File: config.mk
export PLATFORM = sky130hd
export DESIGN_NAME = nurse_station_responder
export DESIGN_NICKNAME = d
export VERILOG_FILES = /design/src/rtl/nurse_station_responder.sv
export SDC_FILE = /design/constraint.sdc
export NUM_CORES = 1
export LEC_CHECK = 0
export CORE_ASPECT_RATIO = 0.8
export CORE_MARGIN = 3
export CORE_UTILIZATION = 55
export CTS_CLUSTER_DIAMETER = 30
export CTS_CLUSTER_SIZE = 14
export DETAILED_ROUTE_END_ITERATION = 12
export HOLD_SLACK_MARGIN = 0.1
export PLACE_DENSITY = 0.78
export REMOVE_ABC_BUFFERS = 1
export SLEW_MARGIN = 20
export SYNTH_ARGS = -nofsm -noshare
export SYNTH_HDL_FRONTEND = slang
export SYNTH_SLANG_ARGS = --single-unit
export TNS_END_PERCENT = 100
File: constraint.sdc
create_clock -name clk -period 3.1 [get_ports clk]
set_input_delay 0.775 -clock clk [delete_from_list [all_inputs] [get_ports clk]]
set_output_delay 0.775 -clock clk [all_outputs]
set_load 0.005 [all_outputs]
File: src/rtl/nurse_station_responder.sv
// Nurse-station responder: captures bed calls, serves one bed at a time (bed 0 first), blinks LED/buzzer until ack, escalates if ignored.
// Latency: call press to pending = 3 clk edges (+DB_CYCLES with debounce); pending to ALERT = 1 edge; ack press to CLEAR = 3 edges.
// Backpressure: none; calls arriving while a bed is served stay pending until their turn. Optional NURSE_DEBOUNCE_EN adds input debouncers.
module nurse_station_responder #(
  parameter int BLINK_HALF = 25000000,
  parameter int ESC_CYCLES = 500000000,
  parameter int DB_CYCLES  = 1000000
) (
  input  logic       clk,
  input  logic       rst_n,
  input  logic [3:0] call,
  input  logic       ack,
  output logic [3:0] led,
  output logic [3:0] pending,
  output logic [1:0] serving_id,
  output logic       busy,
  output logic       buzzer,
  output logic       escalated
);

  localparam int BW = (BLINK_HALF > 1) ? $clog2(BLINK_HALF + 1) : 1;
  localparam int EW = (ESC_CYCLES > 1) ? $clog2(ESC_CYCLES + 1) : 1;
  localparam logic [BW-1:0] BLINK_LAST = BW'(BLINK_HALF - 1);
  localparam logic [EW-1:0] ESC_MAX    = EW'(ESC_CYCLES);

  typedef enum logic [1:0] {IDLE, ALERT, CLEAR} state_t;

  state_t        state_q, state_n;
  logic [4:0]    sync1, sync2;   // bit 4 = ack, bits 3:0 = call
  logic [4:0]    cond;           // conditioned (synced or debounced) inputs
  logic [4:0]    cond_d;         // previous conditioned value for edge detect
  logic [4:0]    edges;
  logic [3:0]    call_edge;
  logic          ack_edge;
  logic [3:0]    pending_n;
  logic [BW-1:0] blink_cnt;
  logic          phase;
  logic [EW-1:0] esc_cnt;
  logic [3:0]    onehot;

  // Lowest-index set bit wins arbitration.
  function automatic logic [1:0] lowest_set(input logic [3:0] p);
    if (p[0])      return 2'd0;
    else if (p[1]) return 2'd1;
    else if (p[2]) return 2'd2;
    else           return 2'd3;
  endfunction

  // Two-flop synchronizer for the asynchronous buttons.
  always_ff @(posedge clk or negedge rst_n) begin
    if (!rst_n) begin
      sync1 <= '0;
      sync2 <= '0;
    end else begin
      sync1 <= {ack, call};
      sync2 <= sync1;
    end
  end

`ifdef NURSE_DEBOUNCE_EN
  localparam int DW = (DB_CYCLES > 1) ? $clog2(DB_CYCLES + 1) : 1;
  localparam logic [DW-1:0] DB_LAST = DW'(DB_CYCLES - 1);
  logic [DW-1:0] db_cnt [5];

  // Debounced value follows the synced input only after it has differed for DB_CYCLES cycles in a row.
  always_ff @(posedge clk or negedge rst_n) begin
    if (!rst_n) begin
      cond <= '0;
      for (int i = 0; i < 5; i++) db_cnt[i] <= '0;
    end else begin
      for (int i = 0; i < 5; i++) begin
        if (sync2[i] == cond[i]) begin
          db_cnt[i] <= '0;
        end else if (db_cnt[i] == DB_LAST) begin
          cond[i]   <= sync2[i];
          db_cnt[i] <= '0;
        end else begin
          db_cnt[i] <= db_cnt[i] + 1'b1;
        end
      end
    end
  end
`else
  assign cond = sync2;
`endif

  // Registered copy of the conditioned inputs for rising-edge detection.
  always_ff @(posedge clk or negedge rst_n) begin
    if (!rst_n) cond_d <= '0;
    else        cond_d <= cond;
  end

  assign edges     = cond & ~cond_d;
  assign call_edge = edges[3:0];
  assign ack_edge  = edges[4];
  assign onehot    = 4'b0001 << serving_id;

  // Pending flags: a new press edge wins over the clear of the bed just served.
  always_comb begin
    pending_n = pending;
    if (state_q == CLEAR) pending_n[serving_id] = 1'b0;
    pending_n = pending_n | call_edge;
  end

  // State, pending flags and served-bed latch.
  always_ff @(posedge clk or negedge rst_n) begin
    if (!rst_n) begin
      state_q    <= IDLE;
      pending    <= '0;
      serving_id <= '0;
    end else begin
      state_q <= state_n;
      pending <= pending_n;
      if (state_q == IDLE && pending != 4'b0000) serving_id <= lowest_set(pending);
    end
  end

  // Blink and escalation timers run only in ALERT; phase is armed to 1 on entry.
  always_ff @(posedge clk or negedge rst_n) begin
    if (!rst_n) begin
      blink_cnt <= '0;
      phase     <= 1'b0;
      esc_cnt   <= '0;
    end else if (state_q != ALERT) begin
      blink_cnt <= '0;
      phase     <= (state_n == ALERT);
      esc_cnt   <= '0;
    end else begin
      if (blink_cnt == BLINK_LAST) begin
        blink_cnt <= '0;
        phase     <= ~phase;
      end else begin
        blink_cnt <= blink_cnt + 1'b1;
      end
      if (esc_cnt != ESC_MAX) esc_cnt <= esc_cnt + 1'b1;
    end
  end

  // Next-state and indicator outputs.
  always_comb begin
    state_n   = state_q;
    busy      = 1'b0;
    led       = 4'b0000;
    buzzer    = 1'b0;
    escalated = 1'b0;
    case (state_q)
      IDLE: begin
        if (pending != 4'b0000) state_n = ALERT;
      end
      ALERT: begin
        busy      = 1'b1;
        escalated = (esc_cnt == ESC_MAX);
        led       = escalated ? onehot : (onehot & {4{phase}});
        buzzer    = escalated | phase;
        if (ack_edge) state_n = CLEAR;
      end
      CLEAR: begin
        busy    = 1'b1;
        state_n = IDLE;
      end
      default: state_n = IDLE;
    endcase
  end

endmodule

* Word level (Yosys, flattened, before mapping)
Cells that the tools add are included.
Word-level totals: register bits after elaboration 78, latch bits 0, memory bits (writable) 0, ROM bits 0, bits of input ports 7, output and inout port bits 13, logic and storage cells 56, memories kept 0
Cells by class: add/subtract/negate cells 2, multiply operators 0, div/mod/pow operators 0, order comparisons 2, equal/unequal tests 7, shift operators 1, muxes and demuxes 20, bitwise operators 8, reductions and logical operators 7
Operators by type and width (number):
- $mux 29 | 2
- $mux 25 | 2
- $add 29x1->29 const B | 1
- $eq 29x29->1 const B | 1
- $ne 29x29->1 const B | 1
- $add 25x1->25 const B | 1
- $eq 25x25->1 const B | 1
- $mux 4 | 3
- $and 4x4->4 | 2
- $mux 2 | 4
- $mux 1 | 7
- $and 5x5->5 | 1
- $not 5->5 | 1
- $eq 2x1->1 const B | 2
- $not 4->4 | 1
- $or 4x4->4 | 1
- $pmux 2 s2 | 1
- $reduce_bool 2->1 | 2
- $reduce_bool 4->1 | 1
- $shl 1x2->4 const A | 1
- $lt 2x3->1 const B | 1
- $demux 1 s2 | 1
- $eq 2x2->1 const B | 1
- $ge 2x1->1 const B | 1
- 6 further kinds | 7

* Logic depth before layout (Yosys ltp)
Gate-level depths: netlist of the first run.
depth after elaboration 8, depth in mapped cells 8, gate-level depth less buffers 7

* Least setup slack after synthesis of the first run
OpenSTA, ideal clock, no wires.
path type reg-to-output, from register esc_cnt[0], to output port led[2], arrival 1.788 ns, required time 2.325 ns, setup slack 0.537 ns, stages on the path, launching flop included 8, buffers on the path 0, cell sequence dfrtp_1 > inv_1 > ha_1 > nor4b_1 > nand4_1 > nor4_4 > o21ai_1 > nor3b_1
Between the ends: cells in the longest elaborated chain, start to end 3
RTL lines:
- start, declared | line 38 | logic [EW-1:0] esc_cnt;
- start signal, assigned | line 135 | if (esc_cnt != ESC_MAX) esc_cnt <= esc_cnt + 1'b1;
- $eq 29x29->1 | line 152 | escalated = (esc_cnt == ESC_MAX);
- $mux 4 | line 153 | led = escalated ? onehot : (onehot & {4{phase}});
- $mux 4 | line 146 | case (state_q)
- end, declared | line 13 | output logic [3:0] led,
Every way passes these cells.

* Final worst setup path of the first run
from register esc_cnt[5], to output port escalated
Between the ends: cells in the longest elaborated chain, start to end 2
RTL lines:
- $eq 29x29->1 | line 152
- $mux 1 | line 146
- end, declared | line 18 | output logic escalated
Every way passes these cells.

==> results of run 1 <==
critical path: cells and delay by family, from the launching register on:
family | cells | cell delay, ns
and+or+nand+nor | 3 | 0.98
buffers and inverters | 3 | 0.47
DFF | 1 | 0.43
layout by cell type, fill, tap and decap left out, types with 2 or more instances in the layout:
cell type,count
buf_4,15
nor4bb_1,2
nor3_1,7
nor3b_2,2
a21oi_1,8
or3_1,5
and2_1,2
xor2_1,28
dfrtp_1,78
nand2b_1,3
nor4b_2,2
and3_1,2
or4b_1,2
clkbuf_8,9
o21ai_0,13
nand3_1,27
buf_2,3
or3b_2,2
ha_1,6
or2_2,2
bufinv_16,2
and4_1,4
inv_6,3
nand4_1,16
o211ai_1,2
xnor2_1,15
inv_1,15
dlygate4sd2_1,3
nor4_1,2
nand2_1,32
nor4_4,2
clkdlybuf4s50_1,12
nor2_1,66
metrics by stage:
stage / instance area [um2] / power [mW]
final: 4280 / 2.71
after global routing: 4280 / 2.87
after CTS: 4250 / 2.73
after detailed placement: 3990 / 1.82
after global placement: 3990 / 1.81
after floorplan: 3620 / 1.52
power groups by stage:
| stage | logic, mW | registers [mW] | clock network (mW) |
|---|---|---|---|
| CTS | 0.643 | 1.19 | 0.895 |
| floorplan | 0.324 | 1.20 | 0 |
| global placement | 0.604 | 1.21 | 0 |
| detailed placement | 0.616 | 1.21 | 0 |
| global route | 0.722 | 1.21 | 0.940 |
| finish | 0.642 | 1.19 | 0.874 |
routing by layer:
metal	part of all wire	up-vias	global-route usage	wire [um]
met1	0.47	1331	0.283	3380
met3	0.043	7	0.0553	307
li1	-	1334	-	-
met5	0	-	0	0
met4	0.012	0	0.0622	89
met2	0.47	45	0.319	3390
cell type report:
cell class              count  area share
clock inverters             7      0.0240
multi-input cells         267       0.385
repair buffers             34      0.0667
inverters                  16      0.0140
flip-flops and latches     78       0.457
well taps                  84      0.0246
clock buffers               9      0.0290
worst max-delay path by stage:
stage / endpoint / cells after the start
final: escalated / 6
after global routing: led[2] / 6
after CTS: led[2] / 9
after detailed placement: led[2] / 8
after global placement: led[2] / 8
after floorplan: led[2] / 7
sequential cells by signal, summed over array words and instances, names as in the netlist:
name / count
pending: 4
sync1: 5
cond_d: 5
phase: 1
esc_cnt: 29
serving_id: 2
cond: 5
state_q: 2
blink_cnt: 25
kinds of logic (layout without fill, tap and decap cells):
logic type / count (synthesis) / in the layout / share of synthesized area
flops: 78 / 78 / 0.528
mux: 1 / 1 / 0.00271
buf+inv: 26 / 66 / 0.0356
xor+xnor: 43 / 43 / 0.102
simple gates: 188 / 188 / 0.266
compound gates: 29 / 29 / 0.0454
fa+ha+maj: 6 / 6 / 0.0203
repair_timing:
action	CTS	global route
setup buffers	4	1
gates resized for setup	20	3
setup endpoints to repair	6	3
pin swaps	3	2
==> results.toml, run 1 <==
[setup_path]
worst_r2r_path_depth = 6
max_incr_delay_on_cp_ns = 0.56
worstSetupStartpoint = "esc_cnt[5]"
r2r_start = "blink_cnt[9]"
crit_chain = "or4_4 -> nor4_4 -> buf_4 -> buf_6 -> and2_1 -> dlygate4sd2_1"
slowest_stage = "or4_4"
critical_path_arrival_ns = 2.23
r2r_end = "blink_cnt[8]"
cp-end-kind = "output pin"
worstSetupStartpointType = "register"
reg2reg_setup_slack_ns = 0.82
crit_path_max_fanout = 4
worstSetupPathType = "register to output pin"
critPathRequiredTime_ns = 2.32

[synthesis]
synth.yosys.warnings = 0
library_cell_with_the_largest_summed_area_after_synthesis = "dfrtp_1"
postSynth.topFlopCell = "dfrtp_1"
ys_top_cells_by_area = "dfrtp_1, nor2_1, xor2_1"
most_common_cell_in_the_netlist = "dfrtp_1"
ys_top_cells_by_count = "dfrtp_1, nor2_1, nand2_1, xor2_1, nand3_1"
ys_seq_area_frac = 0.528
synth.ff_latch_count = 78
async_flop_share = 1.00
syn-mean-instance-area_um2 = 9.96
synth_largest_type_area_fraction = 0.528
post_synth_instance_area_um2 = 3690
syn-instance-count = 371
netlist-cell-type-count = 45
synth-edff-count = 0

[layout]
area_growth_syn_to_layout_pct = 15.7
fill_cells = 497
antenna_cells = 0
layout.area.seq_um2 = 1950
drive_above_1_share = 0.124
final_cells = 495
utilization_of_the_core_after_routing = 0.664
layout.nets = 419
multi_input_comb_area_um2 = 1650

[place]
post-dp-hpwl_mm = 4.83
place_ws_ns = 0.0724
port_buffers = 19
placed_cells = 474
gpl.final_weighted_congestion = 0.808

[pwr]
vdd_drop_max_v = 0.000447
sw_frac_of_total = 0.318
power.leakage_nw = 1.83
share_of_total_power_in_combinational_logic = 0.237
p_sw_mw = 0.864
internal_power_component_mw = 1.85
clock_power_share = 0.322
power_density_nw_per_um2 = 634
seq_power_share = 0.441

[global_routing]
antenna_found_initial = 0
grt_start_max_net_pins = 79
grt_remaining_overflow = 0
grt_first_pass_wirelength_mm = 12.7
groute.usage.overall = 0.205
first_global_vias = 2696

[timing]
slew_worst_pin_ns = 0.937
layout_worst_path_cycle_share = 0.969
final_slew_violations = 0
whs_ns = 0.346
fmax_mhz = 333
postLayoutSetupSlackWorst_ns = 0.0946
slew_headroom = 0.367
fin_setup_tns_ns = 0
final-hold-violation-count = 0
min_period_ns = 3.01
setup_viol = 0
skew_ns = 0.0135

[clock_network]
cts-buffers-inserted = 9
cts_max_level = 3
cts_num_sinks = 78
cts.root.buffer_cell = "clkbuf_8"
cts_hold_repair.buffers = 0
clk_transition_reported_paths_ns = 0.09
tritoncts = "done"
clockBufferDepth = 2
insertion_delay_ns = 0.36

[detailed_routing]
antenna_left = 0
dr_total_vias = 2717
remaining_drcs = 0
drt_first_pass_iters = 5
dr.first_iter.drc_count = 151
postRouteWirelength_mm = 7.17
detail_route.wl_per_cell_um = 14.5
detail_route.vias_per_cell = 5.49

[floorplanning]
fp.dieArea_um2 = 7740
design.portCount = 20
floorplan.rows = 26
total_core_area_um2 = 6440
fp.dieH_um = 79.3
floorplan.initialDensity = 0.574
die_width_um = 97.6

[outcome]
outcome = "finished clean"

[worst_hold_path]
worst_hold_startpoint = "sync1[1]"
holdPathStages = 0
timing.hold.worst.class = "register to register"
hold_path_end = "cond[1]"

[flow_run]
drv.max_cap_violation_count = 0
(Power assumes the default switching activity.)
==> run 2: changes to the inputs <==
--- a/config.mk
+++ b/config.mk
@@ -11,8 +11,9 @@
 export CTS_CLUSTER_DIAMETER = 30
 export CTS_CLUSTER_SIZE = 14
 export DETAILED_ROUTE_END_ITERATION = 12
+export DONT_BUFFER_PORTS = 1
 export HOLD_SLACK_MARGIN = 0.1
-export PLACE_DENSITY = 0.78
+export PLACE_DENSITY = 0.72
 export REMOVE_ABC_BUFFERS = 1
 export SLEW_MARGIN = 20
 export SYNTH_ARGS = -nofsm -noshare
==> constraint.sdc (replaced) <==
create_clock -name clk -period 3.6 [get_ports clk]
set_input_delay 0.9 -clock clk [delete_from_list [all_inputs] [get_ports clk]]
set_output_delay 0.9 -clock clk [all_outputs]
set_load 0.005 [all_outputs]
==> run 2 against run 1 <==
Cell area shrank 7.6%. Total power shrank 24%. Die area is the same. Flip-flop and latch count is the same. Register-to-register slack gained 0.55 ns. Hold slack lost 0.12 ns. Clock power shrank 26%. Sequential power shrank 13%.
==> results.toml, run 2 (synthesized netlist as in run 1, its figures left out) <==
[outcome]
outcome = "finished clean"

[detailed_routing]
postRouteWirelength_mm = 6.81
dr_total_vias = 2548
remaining_drcs = 0
detail_route.vias_per_cell = 5.49
dr.first_iter.drc_count = 162
detail_route.wl_per_cell_um = 14.7
drt_first_pass_iters = 4
antenna_left = 0

[pwr]
vdd_drop_max_v = 0.000251
share_of_total_power_in_combinational_logic = 0.187
power.leakage_nw = 1.63
internal_power_component_mw = 1.40
p_sw_mw = 0.669
seq_power_share = 0.499
power_density_nw_per_um2 = 524
clock_power_share = 0.313
sw_frac_of_total = 0.323
power.total_mw = 2.07

[clock_network]
cts_max_level = 3
insertion_delay_ns = 0.35
cts_hold_repair.buffers = 0
cts_num_sinks = 78
cts-buffers-inserted = 9
clockBufferDepth = 2
postCtsSetupRepairBufs = 0
postCtsResizedCells = 0
cts.root.buffer_cell = "clkbuf_8"
tritoncts = "done"
clk_transition_reported_paths_ns = 0.09

[floorplanning]
floorplan.initialDensity = 0.574
fp.dieH_um = 79.3
design.portCount = 20
total_core_area_um2 = 6440
die_width_um = 97.6
floorplan.rows = 26
fp.dieArea_um2 = 7740

[setup_path]
crit_chain = "inv_1 -> ha_1 -> nor4b_1 -> nand4_1 -> nor4_4 -> o21ai_1 -> nor3b_1"
critPathRequiredTime_ns = 2.70
max_incr_delay_on_cp_ns = 0.41
cp-end-kind = "output pin"
worstSetupPathType = "register to output pin"
crit_path_max_fanout = 5
critical_path_arrival_ns = 2.34
slowest_stage = "dfrtp_1"
worstSetupStartpointType = "register"

[layout]
top_register = "esc_cnt"
area_growth_syn_to_layout_pct = 6.98
antenna_cells = 0
drive_above_1_share = 0.0763
reg_top3 = "esc_cnt (29), blink_cnt (25)"
final_common_cell = "dfrtp_1"
largest_register_ffs = 29
layout.nets = 388
utilization_of_the_core_after_routing = 0.614
layout_common_cells = "dfrtp_1, nor2_1, nand2_1"

[timing]
min_period_ns = 3.24
postLayoutSetupSlackWorst_ns = 0.358
slew_worst_pin_ns = 0.854
fin_setup_tns_ns = 0
fmax_mhz = 308
skew_ns = 0.0160
final_slew_violations = 0
layout_worst_path_cycle_share = 0.901
setup_viol = 0
rsz_0062_raised_after_global_routing = "no"
slew_headroom = 0.426
final-hold-violation-count = 0

[place]
post-dp-hpwl_mm = 4.62
place_ws_ns = 0.734
port_buffers = 0
gpl.final_weighted_congestion = 0.813

[worst_hold_path]
timing.hold.worst.class = "input port to asynchronous set/reset pin"

[global_routing]
grt_start_max_net_pins = 79
first_global_vias = 2454
antenna_found_initial = 0
groute.usage.overall = 0.193
grt_first_pass_wirelength_mm = 12.0
grt_remaining_overflow = 0

[flow_run]
drv.max_cap_violation_count = 0
[run 2: changes by cell type in the layout (fill, tap and decap cells not counted), moves of 2 or more]
cell,delta
buf_4,-12
buf_2,-3
clkinvlp_4,+2
nor3b_2,-2
nor4b_1,+2
dlygate4sd2_1,-3
clkdlybuf4s50_1,-12
nor3b_1,+2
[run 2: critical path, delay by kind of cell, from the launching register on]
family	cells	cell delay, ns
simple gates	4	1.13
flops	1	0.41
compound gates	1	0.19
fa+ha+maj	1	0.16
buf+inv	1	0.12
[run 2: final cells by class]
| cell class | count | area, um2 |
|---|---|---|
| clock buffers | 10 | 128 |
| repair buffers | 3 | 22.5 |
| multi-input cells | 267 | 1620 |
| well taps | 84 | 105 |
| clock inverters | 6 | 67.6 |
| inverters | 16 | 60.1 |
| fillers | 542 | 2490 |
| flip-flops and latches | 78 | 1950 |
[run 2: path summary, 6_finish.rpt]
kind | from | end | slack, ns | cells after the start
min in group clk | sync1[2] | cond[2] | 0.34 | 0
hold reg to reg | sync1[2] | cond[2] | 0.34 | 0
setup reg to reg | blink_cnt[9] | blink_cnt[15] | 1.37 | 6
max in group asynchronous | rst_n | esc_cnt[24] | 3.24 | 0
hold / removal | rst_n | cond[3] | 0.23 | 0
setup / recovery | esc_cnt[0] | led[2] | 0.36 | 7
[run 2: power groups by stage]
stage	logic [mW]	registers, mW	clock network [mW]
2_1_floorplan	0.279	1.03	0
3_3_place_gp	0.385	1.05	0
3_5_place_dp	0.389	1.05	0
4_1_cts	0.395	1.03	0.665
5_1_grt	0.445	1.05	0.701
6_report	0.388	1.03	0.649
[run 2: per-layer routing]
| metal | track usage | vias to the layer above | wire length (um) |
|---|---|---|---|
| met5 | 0 | - | 0 |
| met4 | 0.0775 | 0 | 87 |
| met3 | 0.0562 | 8 | 266 |
| met2 | 0.294 | 43 | 3190 |
| met1 | 0.262 | 1234 | 3270 |
| li1 | - | 1263 | - |
[run 2: stage by stage]
step	hold slack, ns	instances	instance area [um2]
2_1_floorplan	0.331	361	3620
3_3_place_gp	0.333	448	3750
3_5_place_dp	0.335	448	3750
4_1_cts	0.215	464	3950
5_1_grt	0.204	464	3950
6_report	0.227	464	3950
